`src/rtl/alu_exec_stage.sv`:
```
// Execute-stage slice: ALU-control decode, WIDTH-bit ALU with zero flag, BEQ/BNE gating, 1-cycle registered outputs.
// Optional signed overflow flag enabled by defining ALU_OVERFLOW_EN; otherwise overflow is held at 0.
module alu_exec_stage #(
  parameter int unsigned WIDTH = 32
) (
  input  logic             clk,
  input  logic             reset,
  input  logic             in_valid,
  input  logic [2:0]       alu_op,
  input  logic [5:0]       alu_function,
  input  logic [WIDTH-1:0] a,
  input  logic [WIDTH-1:0] b,
  input  logic             branch_eq,
  input  logic             branch_ne,
  output logic             out_valid,
  output logic [3:0]       alu_operation,
  output logic [WIDTH-1:0] alu_result,
  output logic             zero,
  output logic             branch_taken,
  output logic             overflow
);

  localparam logic [3:0] OP_AND     = 4'b0000;
  localparam logic [3:0] OP_OR      = 4'b0001;
  localparam logic [3:0] OP_NOR     = 4'b0010;
  localparam logic [3:0] OP_ADD     = 4'b0011;
  localparam logic [3:0] OP_SUB     = 4'b0100;
  localparam logic [3:0] OP_INVALID = 4'b1111;

  localparam logic [2:0] ALUOP_RTYPE  = 3'b111;
  localparam logic [2:0] ALUOP_ADDI   = 3'b100;
  localparam logic [2:0] ALUOP_ORI    = 3'b101;
  localparam logic [2:0] ALUOP_BRANCH = 3'b001;

  localparam logic [5:0] FN_ADD = 6'h20;
  localparam logic [5:0] FN_SUB = 6'h22;
  localparam logic [5:0] FN_AND = 6'h24;
  localparam logic [5:0] FN_OR  = 6'h25;
  localparam logic [5:0] FN_NOR = 6'h27;

  logic [3:0]       opNext;
  logic [WIDTH-1:0] resultNext;
  logic             zeroNext;
  logic             branchNext;
  logic             overflowNext;

  // ALU-control decode
  always_comb begin
    opNext = OP_INVALID;
    case (alu_op)
      ALUOP_RTYPE: begin
        case (alu_function)
          FN_ADD:  opNext = OP_ADD;
          FN_SUB:  opNext = OP_SUB;
          FN_AND:  opNext = OP_AND;
          FN_OR:   opNext = OP_OR;
          FN_NOR:  opNext = OP_NOR;
          default: opNext = OP_INVALID;
        endcase
      end
      ALUOP_ADDI:   opNext = OP_ADD;
      ALUOP_ORI:    opNext = OP_OR;
      ALUOP_BRANCH: opNext = OP_SUB;
      default:      opNext = OP_INVALID;
    endcase
  end

  // ALU datapath; INVALID yields 0 so zero reads 1
  always_comb begin
    resultNext = '0;
    case (opNext)
      OP_AND:  resultNext = a & b;
      OP_OR:   resultNext = a | b;
      OP_NOR:  resultNext = ~(a | b);
      OP_ADD:  resultNext = a + b;
      OP_SUB:  resultNext = a - b;
      default: resultNext = '0;
    endcase
  end

  assign zeroNext   = (resultNext == '0);
  assign branchNext = (zeroNext & branch_eq) | (~zeroNext & branch_ne);

`ifdef ALU_OVERFLOW_EN
  always_comb begin
    overflowNext = 1'b0;
    case (opNext)
      OP_ADD:  overflowNext = (a[WIDTH-1] == b[WIDTH-1]) && (resultNext[WIDTH-1] != a[WIDTH-1]);
      OP_SUB:  overflowNext = (a[WIDTH-1] != b[WIDTH-1]) && (resultNext[WIDTH-1] != a[WIDTH-1]);
      default: overflowNext = 1'b0;
    endcase
  end
`else
  assign overflowNext = 1'b0;
`endif

  // Output registers: load on in_valid, otherwise hold (out_valid drops)
  always_ff @(posedge clk or negedge reset) begin
    if (!reset) begin
      out_valid     <= 1'b0;
      alu_operation <= OP_AND;
      alu_result    <= '0;
      zero          <= 1'b0;
      branch_taken  <= 1'b0;
      overflow      <= 1'b0;
    end else begin
      out_valid <= in_valid;
      if (in_valid) begin
        alu_operation <= opNext;
        alu_result    <= resultNext;
        zero          <= zeroNext;
        branch_taken  <= branchNext;
        overflow      <= overflowNext;
      end
    end
  end

endmodule

```
`config.mk`:
```
export PLATFORM = sky130hd
export DESIGN_NAME = alu_exec_stage
export DESIGN_NICKNAME = d
export VERILOG_FILES = /design/src/rtl/alu_exec_stage.sv
export SDC_FILE = /design/constraint.sdc
export NUM_CORES = 1
export LEC_CHECK = 0
export CORE_ASPECT_RATIO = 2
export CORE_UTILIZATION = 48
export CTS_BUF_LIST = sky130_fd_sc_hd__clkbuf_16
export CTS_CLUSTER_DIAMETER = 150
export DETAILED_ROUTE_END_ITERATION = 10
export PLACE_DENSITY = 0.91
export SYNTH_ARGS = -nofsm -noshare
export SYNTH_HDL_FRONTEND = slang
export SYNTH_SLANG_ARGS = --single-unit
```
`constraint.sdc`:
```
create_clock -name clk -period 0.8 [get_ports clk]
set_input_delay 0.16 -clock clk [delete_from_list [all_inputs] [get_ports clk]]
set_output_delay 0.16 -clock clk [all_outputs]
set_load 0.02 [all_outputs]
```
==> results.yml, run 1 <==
synthesis:
  syn_avg_cell_area_um2: 7.61
  ys_seq_area_frac: 0.180
  ys_ff_latch: 39
  synth_edf_count: 0
  ys_warn_count: 0
  synthCells: 712
  ys_types: 81
  synth_flop_cell: "dfrtp_1"
  syn-cell-area_um2: 5420
  synth_fp_nets: 825
  synthArstFlopShare: 1.00
run_status:
  error_line: "[ERROR GRT-0116] Global routing finished with congestion. Check the congestion regions in the DRC Viewer."
  outcome: "did not finish"
  stop_stage: "global routing"
global_routing:
  grt_pass1_wl_um: 71200
  grt_usage: 0.792
  grt_pass1_vias: 11500
  gr-total-overflow: 396
  grt_max_degree: 30
cts:
  cts-htree-levels: 2
  cts.path.max_buffers: 2
  clock-sinks: 39
  cts_root_buffer: "clkbuf_16"
  numCtsBuffers: 5
place:
  gp_congestion: 1.03
  dp_hpwl_um: 20600
  portBuffers: 116
die:
  io-pin-count: 118
  die_width_um: 77.1
  die_y_um: 152
  initial_core_util: 0.495
  rows: 54
## cell families after synthesis
group                      after synthesis  share of synthesized area
adders and majority gates               35                     0.0822
and+or+nand+nor                        226                      0.212
buffers and inverters                   74                     0.0559
xor gates and xnor gates                57                     0.0921
muxes                                   13                     0.0263
other                                    1                   0.000692
DFF                                     39                      0.180
AOI/OAI and AO/OA                      267                      0.350
## timing repair
item / CTS
buffers inserted: 86
gates resized for setup: 508
hold endpoints to repair: 39
endpoints found under the setup margin: 77
hold buffers: 1
gates cloned: 0
pin swaps: 120
## synthesized netlist by cell type (all sizes together) (8+ instances only)
master   instances  share of area
a21oi           75          0.070
nor2b            8         0.0092
nand2           42          0.029
nor2            63          0.044
mux2            10          0.021
o21ai           26          0.025
a21o            30          0.042
nand4            9          0.012
a221o           12          0.022
o2bb2ai         14          0.023
xor2            12          0.019
buf             23          0.021
a221oi          17          0.027
o31ai            9          0.012
a31oi           19          0.022
xnor2           45          0.073
ha              34          0.078
nor3            45          0.042
clkbuf          22          0.015
dfrtp           39           0.18
inv             29          0.020
nor4             9          0.013
and3            11          0.013
## per-stage QoR
stage	setup WS, ps	instances	hold slack [ps]	cell area (um^2)
after detailed placement	-4350	1179	11.9	8740
after CTS	-3380	1269	179	10500
after floorplan	-3300	712	-136	5620
after global placement	-3970	1179	8.76	8740
## metal layers
metal,overflow,track usage
met1,4,0.760
met2,232,1.05
met3,1,0.444
met4,159,1.00
met5,0,0.0174
==> inputs of run 2 (changes only) <==
CORE_ASPECT_RATIO = default   (was 2)
CORE_UTILIZATION = 40   (was 48)
CTS_BUF_LIST = default   (was sky130_fd_sc_hd__clkbuf_16)
CTS_CLUSTER_DIAMETER = default   (was 150)
PLACE_DENSITY = default   (was 0.91)
PLACE_DENSITY_LB_ADDON = 0.15   (was default)
clock period = 1.04 ns   (was 0.8 ns; I/O delays follow)
==> run 2 against run 1 <==
The flow now finishes, with violations (setup timing). Synthesized cell count stayed put. Area after synthesis unchanged.
==> results.yml, run 2 <==
hold_path:
  hp-class: "in -> reg"
  hold_end: "alu_result[31]"
  holdPathStages: 3
  hold_path.startpoint: "in_valid"
global_routing:
  gr-total-overflow: 0
  grt_pass1_vias: 8273
  grt_max_degree: 40
  antenna_found_initial: 0
  grt_pass1_wl_um: 41800
  grt_usage: 0.373
synthesis:
  ys_seq_area_frac: 0.180
  synth_fp_nets: 825
  ys_ff_latch: 39
  synthArstFlopShare: 1.00
  synth.area.mux_share: 0.0263
  ys_warn_count: 0
  synth_fa_ha_area_frac: 0.0822
  synthCells: 712
  synth_top_area_share: 0.180
  ys_top_cells_by_area: "dfrtp_1 (18%), ha_1 (7.8%), xnor2_1 (7.3%), a21oi_1 (6.8%), nor2_1 (4.4%)"
  synth_edf_count: 0
  syn_avg_cell_area_um2: 7.61
  synth_compound_area_frac: 0.350
  synth_top_family_by_area: "compound AO/OA/AOI/OAI gates"
  synth_flop_cell: "dfrtp_1"
  synth_top_area_cell: "dfrtp_1"
  syn-cell-area_um2: 5420
  synthSimpleGateAreaFrac: 0.212
  ys_types: 81
  synth_xor_area_frac: 0.0921
  synthTopCellsByCount: "a21oi_1 (74), nor2_1 (63), nor3_1 (45), xnor2_1 (45), nand2_1 (42)"
  yosysMostFrequentCell: "a21oi_1"
layout:
  drive_above_1_share: 0.555
  syn_to_final_growth_pct: 111
  final_nets: 1296
  diodes: 0
  final_common_cell: "buf_4"
  area.sequential_um2: 976
  multiInputGateArea_um2: 5560
  largestRegisters: "alu_result: 32 flops, alu_operation: 4 flops"
  final.fill_count: 669
  largest_register_ffs: 32
  regMostFlops: "alu_result"
  fin_area_um2: 11400
  layout_common_cells: "buf_4 (347), buf_6 (68), clkdlybuf4s50_1 (56)"
critical_path:
  critPathMaxFanout: 5
  reg2reg_to: "alu_result[5]"
  rr_startpoint: "alu_result[5]"
  r2r_cells: 3
  critical_path_class: "in -> reg"
  required_ps: 1200
  critPathLaunchType: "input port"
  end_kind: "flop"
  arrival_ps: 4630
  ff2ff_setup_slack_ps: 20
place:
  gp_congestion: 0.968
  dp_hpwl_um: 18500
  portBuffers: 116
  dpl_cell_area_um2: 9190
die:
  initial_core_util: 0.409
  die_y_um: 118
  core_area_um2: 13200
  io-pin-count: 118
  die_width_um: 118
  rows: 42
  die_area_um2: 14000
routing:
  vias: 8576
  via_per_inst: 6.31
  wirelength_um: 31900
  ant_nets: 0
  firstDrtPassIters: 5
  drtIter0Drc: 678
  post-route-drc-count: 0
  wl_per_cell_um: 23.5
sta:
  fin_tns_setup_ps: -84350
  fin_crit_sh: 4.30
  max_freq_mhz: 224
  worst_slew_pin_slew_ps: 730
  relSlewSlack: 0.510
  finalSetupViolations: 46
  min_period_ps: 4470
  grt_setup_unrepaired: "true"
  fin_skew_ps: 0
  hold_viol: 0
  maxSlewViolCount: 0
  setup_ws_ps: -3430
power_and_ir_drop:
  p_per_area_nw_per_um2: 1060
  peakVddDrop_v: 0.000672
  power_mw: 12.1
  power_leakage_nw: 5.17
cts:
  clock-sinks: 39
  clk_pin_slew_worst_paths_ps: 50
  clk_latency_ps: 280
  numCtsBuffers: 5
  cts.path.max_buffers: 2
  cts-htree-levels: 2
  cts_tree: "built"
  cts_root_buffer: "clkbuf_16"
run_status:
  violations: "setup timing"
  outcome: "complete, but fails checks"
flow_run:
  cap_violations: 0
[run 2: cell counts after synthesis]
Identical to the previous run, type by type.
[run 2: how the worst max path moves through the flow]
| stage | start | end | slack (ps) | cells past startpoint |
|---|---|---|---|---|
| after floorplan | alu_function[1] | branch_taken | -3110 | 19 |
| after global placement | b[5] | branch_taken | -3900 | 21 |
| after detailed placement | b[5] | branch_taken | -3970 | 19 |
| after CTS | b[3] | branch_taken | -3260 | 20 |
| after global routing | b[1] | branch_taken | -3520 | 21 |
| final | b[5] | branch_taken | -3430 | 20 |
[run 2: cells by family after synthesis]
group | after synthesis
AOI/OAI and AO/OA | 267
and+or+nand+nor | 226
buffers and inverters | 74
xor gates and xnor gates | 57
DFF | 39
adders and majority gates | 35
muxes | 13
other | 1
[run 2: repair_timing]
action,CTS,global route
pin swaps,116,105
endpoints found under the hold margin,39,0
resized for setup,412,156
endpoints found under the setup margin,77,69
hold buffers,1,0
setup buffers,59,50
gates cloned,2,0
[run 2: worst max-delay path, stage by stage]
cell       delay [ps]
buf_6             100
or3_4             380
or3b_4            400
nor2_4            140
nand3b_1          170
nor2_4            270
buf_6             140
and3_4            190
buf_4             120
a21oi_1           100
xnor2_1           160
ha_1              370
nand4_1           190
nand2b_1          220
o311ai_2          340
xnor2_1           150
a221o_1           400
a2111oi_4         250
and3_4            250
o221ai_2           90
[run 2: stage by stage]
step	setup WS, ps	util	hold WS [ps]	instances
2_1_floorplan	-3110	-	-87.6	712
3_3_place_gp	-3900	0.694	183	1267
3_5_place_dp	-3970	0.694	194	1267
4_1_cts	-3260	0.785	289	1321
5_1_grt	-3520	0.862	306	1359
6_report	-3430	0.862	297	1359
[run 2: metal layers]
layer / wire length (um) / vias to the layer above / part of all wire / GRT usage
met5: 0 / - / 0 / 0
met4: 2570 / 0 / 0.080 / 0.203
met3: 2960 / 222 / 0.093 / 0.0661
met2: 15100 / 605 / 0.47 / 0.639
met1: 11300 / 4096 / 0.35 / 0.443
li1: - / 3653 / - / -
[run 2: power breakdown]
| part | total, mW | switching (mW) | leakage (nW) | internal [mW] |
|---|---|---|---|---|
| Clock | 1.71 | 0.595 | 0.0769 | 1.12 |
| Sequential | 1.92 | 0.175 | 0.466 | 1.75 |
| Combinational | 8.47 | 4.19 | 4.63 | 4.28 |
| Total | 12.1 | 4.96 | 5.17 | 7.15 |
[run 2: area by class of cell]
class,instances,share of cell area
well taps,176,0.0193
multi-input cells,599,0.487
clock inverters,1,0.00263
flip-flops and latches,39,0.0855
repair buffers,509,0.385
clock buffers,6,0.0113
inverters,29,0.00953
Note: power is estimated with default switching activity, not from simulation.
==> inputs of run 3 (changes only) <==
SKIP_CTS_REPAIR_TIMING = 1   (was default)
==> run 3 against run 2 <==
Largest power group unchanged. Global-route usage is 5.0 points lower. Critical path depth is 3 higher. Sequential share of layout area is 0.42 points higher. Combinational power is 9.4% lower. Setup slack better by 110 ps. The run still ends with setup timing left. Wire length is 16% lower. Via count is 7.8% lower. Clock-buffer cell count stayed put. Non-clock buffer count is 28 lower. Total power is 6.6% lower.
==> results.yml, run 3 (same netlist as run 2, synthesis figures left out) <==
critical_path:
  critical_path_class: "in -> reg"
  cp_slowest_cell: "or3b_4"
  critPathMaxFanout: 4
  cp_top_family: "simple AND/OR/NAND/NOR gates"
  end_kind: "flop"
  required_ps: 1260
  path_cells: "buf_6 > or3_4 > or3b_4 > nor2_4 > nand3b_1 > nor2_4 > buf_12 > buf_6 > and3_4 > a21oi_4 > xnor2_2 > ha_1 > a21o_1 > a21o_1 > a21oi_4 > buf_4 > nor4b_1 > a211oi_1 > nand3_2 > a2111o_1 > nor4_4 > and3_4 > mux2_4"
  arrival_ps: 4580
  critPathLaunchType: "input port"
  slowest_delay_ps: 420
  cp_num_buf_inv: 4
sta:
  grt_setup_unrepaired: "true"
  relSlewSlack: 0.642
  max_freq_mhz: 229
  hold_viol: 0
  worst_slew_pin_slew_ps: 536
  fin_tns_setup_ps: -79700
  maxSlewViolCount: 0
  finalSetupViolations: 46
  fin_crit_sh: 4.19
  min_period_ps: 4360
  fin_skew_ps: 0
  setup_ws_ps: -3320
routing:
  ant_nets: 0
  vias: 7906
  post-route-drc-count: 0
  drtIter0Drc: 548
  via_per_inst: 5.94
  firstDrtPassIters: 6
  wirelength_um: 26700
  wl_per_cell_um: 20.1
global_routing:
  gr-total-overflow: 0
  met2_usage: 0.529
  grt_pass1_wl_um: 36400
  antenna_found_initial: 0
  grt_max_degree: 40
  grt_use_met1: 0.425
  grt_busiest_layer: "met2"
  grt_pass1_vias: 7391
  met3_usage: 0.0372
  grt_usage: 0.323
layout:
  diodes: 0
  final_common_cell: "buf_4"
  drive_above_1_share: 0.514
  final.fill_count: 815
  syn_to_final_growth_pct: 101
  largest_register_ffs: 32
  largestRegisters: "alu_result: 32 flops, alu_operation: 4 flops"
  regMostFlops: "alu_result"
  fin_area_um2: 10900
  area.sequential_um2: 976
  multiInputGateArea_um2: 5260
  final_nets: 1268
  layout_common_cells: "buf_4 (337), clkdlybuf4s50_1 (56), nor2_1 (52)"
power_and_ir_drop:
  peakVddDrop_v: 0.000680
  power_leakage_nw: 4.99
  power_mw: 11.3
  p_per_area_nw_per_um2: 1040
run_status:
  violations: "setup timing"
  outcome: "complete, but fails checks"
die:
  die_y_um: 118
  rows: 42
  die_area_um2: 14000
  die_width_um: 118
  io-pin-count: 118
  initial_core_util: 0.409
  core_area_um2: 13200
place:
  portBuffers: 116
  dp_slack_ps: -3970
  gp_congestion: 0.968
  dpl_cell_area_um2: 9190
  dp_hpwl_um: 18500
cts:
  clk_pin_slew_worst_paths_ps: 60
  cts_root_buffer: "clkbuf_16"
  cts_tree: "built"
  clock-sinks: 39
  clk_latency_ps: 280
  cts.path.max_buffers: 2
  cts-htree-levels: 2
  numCtsBuffers: 5
flow_run:
  cap_violations: 0
hold_path:
  hp-class: "in -> reg"
[run 3: cell count changes in the layout (fill, tap and decap cells not counted), moves of 4 or more]
cell and change:
dlymetal6s2s_1 +10, xnor2_1 +5, clkbuf_2 +11, xnor2_2 -4
dlygate4sd2_1 -4, a21oi_1 +8, buf_2 -14, buf_6 -20
buf_4 -10, a21oi_4 -6
[run 3: metal layers]
metal  routed length (um)  up-vias
met1                10800     3788
met2                12800      401
met3                 1790      111
li1                     -     3606
met4                 1330        0
met5                    0        -
[run 3: cell type report]
class / count / area share
multi-input combinational: 599 / 0.483
clock buffer: 6 / 0.0118
tap: 176 / 0.0202
timing repair buffer: 481 / 0.382
inverter: 29 / 0.0102
sequential: 39 / 0.0897
clock inverter: 1 / 0.00276
[run 3: worst paths after layout]
check | from | to | slack, ps | depth (start not counted)
min in group asynchronous | reset | alu_result[2] | 450 | 3
worst min-delay path | in_valid | out_valid | 300 | 2
worst max register to register | zero | zero | 30 | 3
worst min register to register | alu_result[24] | alu_result[24] | 540 | 1
max in group asynchronous | reset | alu_result[22] | 380 | 3
worst max-delay path | b[5] | zero | -3320 | 23
[run 3: power breakdown]
group	total, mW	leakage (nW)	switching, mW	internal, mW
clock network	1.72	0.0769	0.598	1.12
registers	1.92	0.466	0.173	1.75
logic	7.67	4.45	3.68	3.99
total	11.3	4.99	4.45	6.85
[run 3: worst register-to-register path, stage by stage, from the launching register on]
cell and delay [ps]:
dfrtp_1 380, buf_4 140, buf_4 120, mux2_4 260
[run 3: stage by stage]
| step | cells | hold WS (ps) | util |
|---|---|---|---|
| after CTS | 1274 | -98.6 | 0.706 |
| after global routing | 1331 | 305 | 0.822 |
| after floorplan | 712 | -87.6 | - |
| after detailed placement | 1267 | 194 | 0.694 |
| final | 1331 | 298 | 0.822 |
| after global placement | 1267 | 183 | 0.694 |
==> inputs of run 4 (changes only) <==
CTS_CLUSTER_SIZE = 24   (was default)
==> results of run 4 <==
No change in the layout: final DEF, timing and power equal those of run 3.
